`src/rtl/alu_op_sequencer.sv`:
```
// alu_op_sequencer
//   Issue stage in front of a 16-bit combinational ALU. Holds a small
//   register file and accepts one command at a time over valid/ready. Each
//   accepted op takes three cycles: IDLE (accept), EXEC (ALU inputs stable,
//   result captured) and WB (done pulse, writeback, flag update). The stored
//   carry flag can be chosen as the next op's carry-in for multi-word math.
//
// Optional build macro:
//   REG0_ZERO_EN - register 0 reads as zero; loads and writebacks to it are
//                  dropped (done pulse and flags still update).
//
// Ports:
//   i_clk, i_rst_n        clock (rising edge) and synchronous active-low reset
//   i_cmd_*, o_cmd_ready  command handshake and fields
//   i_ld_*                direct register load strobe, usable in any state
//   o_alu_*               operand/control drive to the ALU (held outside EXEC)
//   i_alu_*               result, carry_out and compare from the ALU
//   o_done_valid/_data    one-cycle writeback pulse and written value
//   o_flag_*              carry, compare and zero of the last completed op
module alu_op_sequencer #(
  parameter int DATA_W    = 16,
  parameter int REG_COUNT = 8,
  parameter int ADDR_W    = 3
) (
  input  logic              i_clk,
  input  logic              i_rst_n,
  input  logic              i_cmd_valid,
  output logic              o_cmd_ready,
  input  logic [3:0]        i_cmd_select,
  input  logic              i_cmd_mode,
  input  logic [ADDR_W-1:0] i_cmd_src_a,
  input  logic [ADDR_W-1:0] i_cmd_src_b,
  input  logic [ADDR_W-1:0] i_cmd_dst,
  input  logic              i_cmd_use_carry,
  input  logic              i_cmd_carry,
  input  logic              i_ld_valid,
  input  logic [ADDR_W-1:0] i_ld_addr,
  input  logic [DATA_W-1:0] i_ld_data,
  output logic [DATA_W-1:0] o_alu_in_a,
  output logic [DATA_W-1:0] o_alu_in_b,
  output logic [3:0]        o_alu_select,
  output logic              o_alu_mode,
  output logic              o_alu_carry_in,
  input  logic [DATA_W-1:0] i_alu_result,
  input  logic              i_alu_carry_out,
  input  logic              i_alu_compare,
  output logic              o_done_valid,
  output logic [DATA_W-1:0] o_done_data,
  output logic              o_flag_carry,
  output logic              o_flag_compare,
  output logic              o_flag_zero
);

`ifdef REG0_ZERO_EN
  localparam logic REG0_ZERO = 1'b1;
`else
  localparam logic REG0_ZERO = 1'b0;
`endif

  typedef enum logic [1:0] {
    ST_IDLE = 2'b00,
    ST_EXEC = 2'b01,
    ST_WB   = 2'b10
  } state_t;

  state_t              r_state;
  state_t              w_state_nxt;
  logic                r_ready;
  logic                w_ready_nxt;
  logic [DATA_W-1:0]   r_regs [REG_COUNT];
  logic [DATA_W-1:0]   r_op_a;
  logic [DATA_W-1:0]   r_op_b;
  logic [3:0]          r_sel;
  logic                r_mode;
  logic                r_cin;
  logic [ADDR_W-1:0]   r_dst;
  logic [DATA_W-1:0]   r_res;
  logic                r_co;
  logic                r_cmp;
  logic                r_done;
  logic                r_flag_carry;
  logic                r_flag_compare;
  logic                r_flag_zero;
  logic [DATA_W-1:0]   w_rd_a;
  logic [DATA_W-1:0]   w_rd_b;
  logic                w_accept;
  logic                w_wb_en;
  logic                w_ld_en;

  // r_ready is only ever high in IDLE, so it alone qualifies acceptance
  assign w_accept = i_cmd_valid && r_ready;
  assign w_wb_en  = (r_state == ST_WB) && !(REG0_ZERO && (r_dst == {ADDR_W{1'b0}}));
  assign w_ld_en  = i_ld_valid && !(REG0_ZERO && (i_ld_addr == {ADDR_W{1'b0}}));

  // Next-state and next-ready decode
  always_comb begin
    w_state_nxt = r_state;
    case (r_state)
      ST_IDLE: begin
        if (w_accept) begin
          w_state_nxt = ST_EXEC;
        end else begin
          w_state_nxt = ST_IDLE;
        end
      end
      ST_EXEC: w_state_nxt = ST_WB;
      ST_WB:   w_state_nxt = ST_IDLE;
      default: w_state_nxt = ST_IDLE;
    endcase
    w_ready_nxt = (w_state_nxt == ST_IDLE);
  end

  // Register-file read ports for the operands of an arriving command
  always_comb begin
    w_rd_a = r_regs[i_cmd_src_a];
    w_rd_b = r_regs[i_cmd_src_b];
    if (REG0_ZERO && (i_cmd_src_a == {ADDR_W{1'b0}})) begin
      w_rd_a = {DATA_W{1'b0}};
    end else begin
      w_rd_a = r_regs[i_cmd_src_a];
    end
    if (REG0_ZERO && (i_cmd_src_b == {ADDR_W{1'b0}})) begin
      w_rd_b = {DATA_W{1'b0}};
    end else begin
      w_rd_b = r_regs[i_cmd_src_b];
    end
  end

  // State register and ready flag (ready stays low while in reset)
  always_ff @(posedge i_clk) begin
    if (!i_rst_n) begin
      r_state <= ST_IDLE;
      r_ready <= 1'b0;
    end else begin
      r_state <= w_state_nxt;
      r_ready <= w_ready_nxt;
    end
  end

  // Register file: writeback is ordered after the load so it wins a collision
  always_ff @(posedge i_clk) begin
    if (!i_rst_n) begin
      for (int i = 0; i < REG_COUNT; i++) begin
        r_regs[i] <= {DATA_W{1'b0}};
      end
    end else begin
      if (w_ld_en) begin
        r_regs[i_ld_addr] <= i_ld_data;
      end
      if (w_wb_en) begin
        r_regs[r_dst] <= r_res;
      end
    end
  end

  // Latch operands and controls on acceptance; they double as ALU drive
  always_ff @(posedge i_clk) begin
    if (!i_rst_n) begin
      r_op_a <= {DATA_W{1'b0}};
      r_op_b <= {DATA_W{1'b0}};
      r_sel  <= 4'b0000;
      r_mode <= 1'b0;
      r_cin  <= 1'b0;
      r_dst  <= {ADDR_W{1'b0}};
    end else if (w_accept) begin
      r_op_a <= w_rd_a;
      r_op_b <= w_rd_b;
      r_sel  <= i_cmd_select;
      r_mode <= i_cmd_mode;
      r_cin  <= i_cmd_use_carry ? r_flag_carry : i_cmd_carry;
      r_dst  <= i_cmd_dst;
    end
  end

  // Capture the ALU response at the end of EXEC and raise the WB pulse
  always_ff @(posedge i_clk) begin
    if (!i_rst_n) begin
      r_res  <= {DATA_W{1'b0}};
      r_co   <= 1'b0;
      r_cmp  <= 1'b0;
      r_done <= 1'b0;
    end else begin
      r_done <= (r_state == ST_EXEC);
      if (r_state == ST_EXEC) begin
        r_res <= i_alu_result;
        r_co  <= i_alu_carry_out;
        r_cmp <= i_alu_compare;
      end
    end
  end

  // Status flags commit together with the writeback
  always_ff @(posedge i_clk) begin
    if (!i_rst_n) begin
      r_flag_carry   <= 1'b0;
      r_flag_compare <= 1'b0;
      r_flag_zero    <= 1'b0;
    end else if (r_state == ST_WB) begin
      r_flag_carry   <= r_co;
      r_flag_compare <= r_cmp;
      r_flag_zero    <= (r_res == {DATA_W{1'b0}});
    end
  end

  assign o_cmd_ready    = r_ready;
  assign o_alu_in_a     = r_op_a;
  assign o_alu_in_b     = r_op_b;
  assign o_alu_select   = r_sel;
  assign o_alu_mode     = r_mode;
  assign o_alu_carry_in = r_cin;
  assign o_done_valid   = r_done;
  assign o_done_data    = r_res;
  assign o_flag_carry   = r_flag_carry;
  assign o_flag_compare = r_flag_compare;
  assign o_flag_zero    = r_flag_zero;

endmodule
```
`config.mk`:
```
export PLATFORM = sky130hd
export DESIGN_NAME = alu_op_sequencer
export DESIGN_NICKNAME = d
export VERILOG_FILES = /design/src/rtl/alu_op_sequencer.sv
export SDC_FILE = /design/constraint.sdc
export NUM_CORES = 1
export LEC_CHECK = 0
export CORE_ASPECT_RATIO = 1.4
export CORE_MARGIN = 3
export CORE_UTILIZATION = 29
export DETAILED_ROUTE_END_ITERATION = 8
export GPL_ROUTABILITY_DRIVEN = 0
export SYNTH_ARGS = -nofsm -noshare
export SYNTH_HDL_FRONTEND = slang
export SYNTH_SLANG_ARGS = --single-unit
```
`constraint.sdc`:
```
create_clock -name i_clk -period 3.9 [get_ports i_clk]
set_input_delay 0.585 -clock i_clk [delete_from_list [all_inputs] [get_ports i_clk]]
set_output_delay 0.585 -clock i_clk [all_outputs]
set_load 0.03 [all_outputs]
```
==> impl_metrics.yaml, run 1 <==
synth:
  synth_cell_types: 36
  ys_async_sr_fraction_pct: 0
  synth_edf_count: 128
  syn_inst: 938
  synth-seq-area-share_pct: 52.6
  synth_flop_cell: "edfxtp_1"
  yosysWarnings: 0
  syn_area_um2: 9780
  syn-mean-instance-area_um2: 10.4
  synth_seq_cells: 193
  syn-num-nets: 995
drt:
  ant_nets: 0
  firstDrtPassIters: 7
  avgViaCountPerCell: 5.04
  routedWlPerCell_um: 19.3
  wirelength_mm: 28.2
  first_iter_violations: 651
  via_count: 7357
  drc: 0
worst_setup_path:
  ff2ff_setup_slack_ns: 1.70
  cp.arrival_ns: 1.96
  path_depth: 1
  end_kind: "primary output"
  slowest_stage: "clkdlybuf4s50_1"
  reg2reg_depth: 4
  slowest_delay_ns: 0.79
  cp.required_ns: 3.31
  crit_family: "buffers and inverters"
  cp_max_fo: 11
  worstSetupStartpointType: "flip-flop"
  path_buf_inv: 1
  crit_chain: "clkdlybuf4s50_1"
  worstSetupPathType: "reg -> out"
timing:
  worst_slew_pin_slew_ns: 0.896
  fmax_mhz: 394
  clock_skew_ns: 0.0161
  max-slew-margin-rel_pct: 39.9
  finalHoldViolCount: 0
  tns_ns: 0
  rsz0062_at_grt: "no"
  min_period_ns: 2.54
  post-route-period-util_pct: 65.1
  holdWs_ns: 0.470
  slew_viol_final: 0
  setup_viol: 0
pwr:
  ir_drop_v: 0.000316
  power.density_nw_per_um2: 394
  p_total_w: 0.00468
  cellLeakagePower_nw: 3.87
clock_tree:
  cts.sinks: 193
  insertion_delay_ns: 0.46
  cts_buffers: 17
  cts_root_buffer: "clkbuf_16"
  clk_pin_slew_ns: 0.07
  cts-hold-fix-buffers: 0
  cts-resized-gates: 0
  post_cts_buffers: 0
  cts_tree: "done"
  h-tree-depth: 4
  cts_buffer_depth: 2
die:
  initial_core_util_pct: 29.4
  fp.dieH_um: 223
  die-area_um2: 36000
  pin_count: 116
  chipWidth_um: 161
  rows: 79
  core_area_um2: 33300
worst_hold_path:
  min_path_type: "reg -> reg"
  hold_depth: 2
grt:
  grtUsageMet2_pct: 26.6
  grt-ovfl-total: 0
  grt_max_degree: 37
  met1_usage_pct: 19.9
  grt_pass1_wl_mm: 43.6
  grt.busiest_layer: "met2"
  grt_pass1_vias: 7285
  antenna_found_initial: 0
  met3_usage_pct: 3.08
  grt.total_usage_pct: 15.9
run_status:
  status: "finished clean"
placed_design:
  dp_hpwl_mm: 21.7
  io_buffers: 115
  dp.cells: 1428
cells_and_area:
  antenna_cells: 0
  nFillCells: 3262
  fin_nets: 1059
  area_growth_pct: 21.4
  final_cell_mix: "nand2_1, o21ai_0, edfxtp_1"
  drive_gt1_share_pct: 13.5
  fin_cells: 1460
  final_common_cell: "nand2_1"
job:
  cap_violations: 0
[state kept, by name, indices dropped and copies added, names as in the netlist, 2 cells and up]
register      flops
r_regs          128
o_alu_in_a       16
o_alu_in_b       16
o_done_data      16
o_alu_select      4
r_dst             3
r_state           2
[cells in the mapped netlist, types with 2 or more instances]
library cell,number,area share [%]
nand2_1,281,11
o21ai_0,139,7.1
edfxtp_1,128,39
dfxtp_1,65,13
mux4_2,64,15
clkbuf_1,62,2.4
nor2_1,41,1.6
o22ai_1,31,2.0
buf_2,25,1.3
o21ai_1,22,1.1
a22o_1,18,1.6
a21boi_0,8,0.61
buf_1,8,0.31
nand2b_1,7,0.45
or3b_2,6,0.54
mux2i_1,4,0.41
nor4_1,4,0.26
nor3_2,3,0.31
and2_1,2,0.13
nor2b_1,2,0.13
nor4b_4,2,0.49
o221ai_1,2,0.18
[where the power goes]
part           leakage (nW)  switching [W]  internal, W
logic                  1.76       0.000293     0.000262
clock network         0.274       0.000796     0.000949
registers              1.83      0.0000949      0.00229
[path summary, 6_finish.rpt]
check	startpoint	endpoint
max	o_done_data[10]	o_done_data[10]
min reg2reg	o_alu_select[1]	o_alu_select[1]
min	o_alu_select[1]	o_alu_select[1]
max reg2reg	r_state[0]	r_regs[1][1]
[final cells by class]
cell class	instances	area, µm²	share of cell area (%)
Clock inverter	15	155	1.31
Multi-Input combinational cell	648	4250	35.8
Tap cell	445	557	4.69
Inverter	1	3.75	0.0316
Timing Repair Buffer	141	1340	11.3
Sequential cell	193	5140	43.3
Clock buffer	17	425	3.58
[layer usage]
metal	vias to the layer above	wire [µm]
met5	-	0
met4	0	792
met3	50	1860
met2	302	13900
met1	3496	11600
li1	3509	-
[stage by stage]
| stage | instance area, µm² | util, % | setup WS, ns |
|---|---|---|---|
| after floorplan | 9780 | - | 1.66 |
| after global placement | 11300 | 33.9 | 1.20 |
| after detailed placement | 11300 | 33.9 | 1.15 |
| after CTS | 11900 | 35.6 | 1.32 |
| after global routing | 11900 | 35.6 | 1.28 |
| final | 11900 | 35.6 | 1.36 |
[logic make-up (layout without fill, tap and decap cells)]
logic type             Yosys count  after routing  synth area share [%]
AOI/OAI and AO/OA              224            224                  13.0
buffers and inverters           97            174                  4.05
DFF                            193            193                  52.6
muxes                           68             68                  15.1
and+or+nand+nor                356            356                  15.2
No activity file was read; power rests on OpenSTA's default activity.
==> run 2, diff against run 1 <==
- clock period: 3.9 -> 2.5 ns (I/O delays scaled with it)
==> run 2 against run 1 <==
  * Sequential power up 55%
  * Largest cell class unchanged
  * Critical path type unchanged
  * First-iteration DRC count decreased by 2.9%
  * Global-route usage is 0.55 points higher
==> impl_metrics.yaml, run 2 (synthesis results as in run 1) <==
worst_setup_path:
  critPathCapture: "o_done_data[10]"
  path_depth: 1
  cp_max_fo: 11
  r2r-start: "r_state[0]"
  cp.required_ns: 2.12
  end_kind: "primary output"
  worstSetupStartpointType: "flip-flop"
  slowest_delay_ns: 0.79
  timing.rr.end: "r_regs[5][11]"
  crit_family: "buffers and inverters"
  cp.arrival_ns: 1.94
  worstSetupPathType: "reg -> out"
  reg2reg_depth: 3
  path_buf_inv: 1
  startpoint: "o_done_data[10]"
  ff2ff_setup_slack_ns: 0.54
  slowest_stage: "clkdlybuf4s50_1"
  crit_chain: "clkdlybuf4s50_1"
drt:
  drc: 0
  ant_nets: 0
  firstDrtPassIters: 5
  routedWlPerCell_um: 19.8
  first_iter_violations: 632
  wirelength_mm: 29.2
  via_count: 7410
  avgViaCountPerCell: 5.02
grt:
  antenna_found_initial: 0
  grt.total_usage_pct: 16.4
  grt-ovfl-total: 0
  grt_max_degree: 38
  grt_pass1_wl_mm: 44.6
  grt_pass1_vias: 7346
die:
  die-area_um2: 36000
  rows: 79
  initial_core_util_pct: 29.4
  pin_count: 116
  chipWidth_um: 161
  core_area_um2: 33300
  fp.dieH_um: 223
cells_and_area:
  regMostFlops: "r_regs"
  fin_nets: 1076
  antenna_cells: 0
  nFillCells: 3294
  drive_gt1_share_pct: 14.5
  largest_register_ffs: 128
  area_growth_pct: 22.8
  final_common_cell: "nand2_1"
  final_cell_mix: "nand2_1, o21ai_0, edfxtp_1"
clock_tree:
  post_cts_buffers: 0
  cts-resized-gates: 0
  insertion_delay_ns: 0.45
  cts.sinks: 193
  cts_root_buffer: "clkbuf_16"
  cts_buffer_depth: 2
  h-tree-depth: 4
  cts-hold-fix-buffers: 0
  cts_tree: "done"
  clk_pin_slew_ns: 0.07
  cts_buffers: 17
pwr:
  cellLeakagePower_nw: 3.94
  ir_drop_v: 0.000537
  power.density_nw_per_um2: 597
placed_design:
  pre_cts_ws_ns: 0.221
  io_buffers: 115
  dp_hpwl_mm: 21.2
timing:
  worst_slack_ns: 0.183
  slew_viol_final: 0
  finalHoldViolCount: 0
  worst_slew_pin_slew_ns: 0.706
  rsz0062_at_grt: "no"
  fmax_mhz: 432
  tns_ns: 0
  clock_skew_ns: 0.0111
  max-slew-margin-rel_pct: 53.0
  post-route-period-util_pct: 92.7
  setup_viol: 0
  min_period_ns: 2.32
run_status:
  status: "finished clean"
job:
  cap_violations: 0
worst_hold_path:
  min_path_type: "in -> reg"
==> run 2: layout make-up <==
| type | instances | area, µm² | share of cell area (%) |
|---|---|---|---|
| inverter | 1 | 3.75 | 0.0312 |
| multi-input combinational | 648 | 4250 | 35.4 |
| sequential | 193 | 5140 | 42.8 |
| clock inverter | 10 | 88.8 | 0.740 |
| clock buffer | 21 | 440 | 3.67 |
| timing repair buffer | 158 | 1530 | 12.7 |
| tap | 445 | 557 | 4.63 |
==> run 2: metrics by stage <==
stage	utilization [%]	hold slack (ns)	std cells	power [W]	cell area, µm²
finish	36.1	0.308	1476	0.00717	12000
global route	36.1	0.308	1476	0.00739	12000
CTS	36.1	0.283	1476	0.00722	12000
detailed placement	34.5	0.458	1445	0.00469	11500
global placement	34.5	0.455	1445	0.00468	11500
floorplan	-	0.449	938	0.00426	9780
==> run 2: worst min path at each step <==
stage	cells past startpoint	startpoint	slack (ns)	to
2_1_floorplan	1	r_cmp	0.45	r_cmp
3_3_place_gp	2	o_alu_mode	0.45	o_alu_mode
3_5_place_dp	2	o_alu_select[1]	0.46	o_alu_select[1]
4_1_cts	2	i_rst_n	0.28	o_flag_carry
5_1_grt	2	i_rst_n	0.31	o_flag_carry
6_report	2	i_rst_n	0.31	o_flag_carry
==> run 2: power breakdown <==
group	internal (W)	leakage (nW)	switching, W
Clock	0.00136	0.241	0.00119
Sequential	0.00357	1.83	0.000110
Combinational	0.000434	1.87	0.000503
Total	0.00536	3.94	0.00181
==> run 2: routing by layer <==
metal	vias to the layer above	share of wire [%]	wire length (µm)	global-route usage, %
li1	3547	-	-	-
met1	3532	40	11600	20.1
met2	287	51	14900	28.1
met3	44	6.3	1840	3.12
met4	0	2.9	853	7.44
met5	-	0	0	0
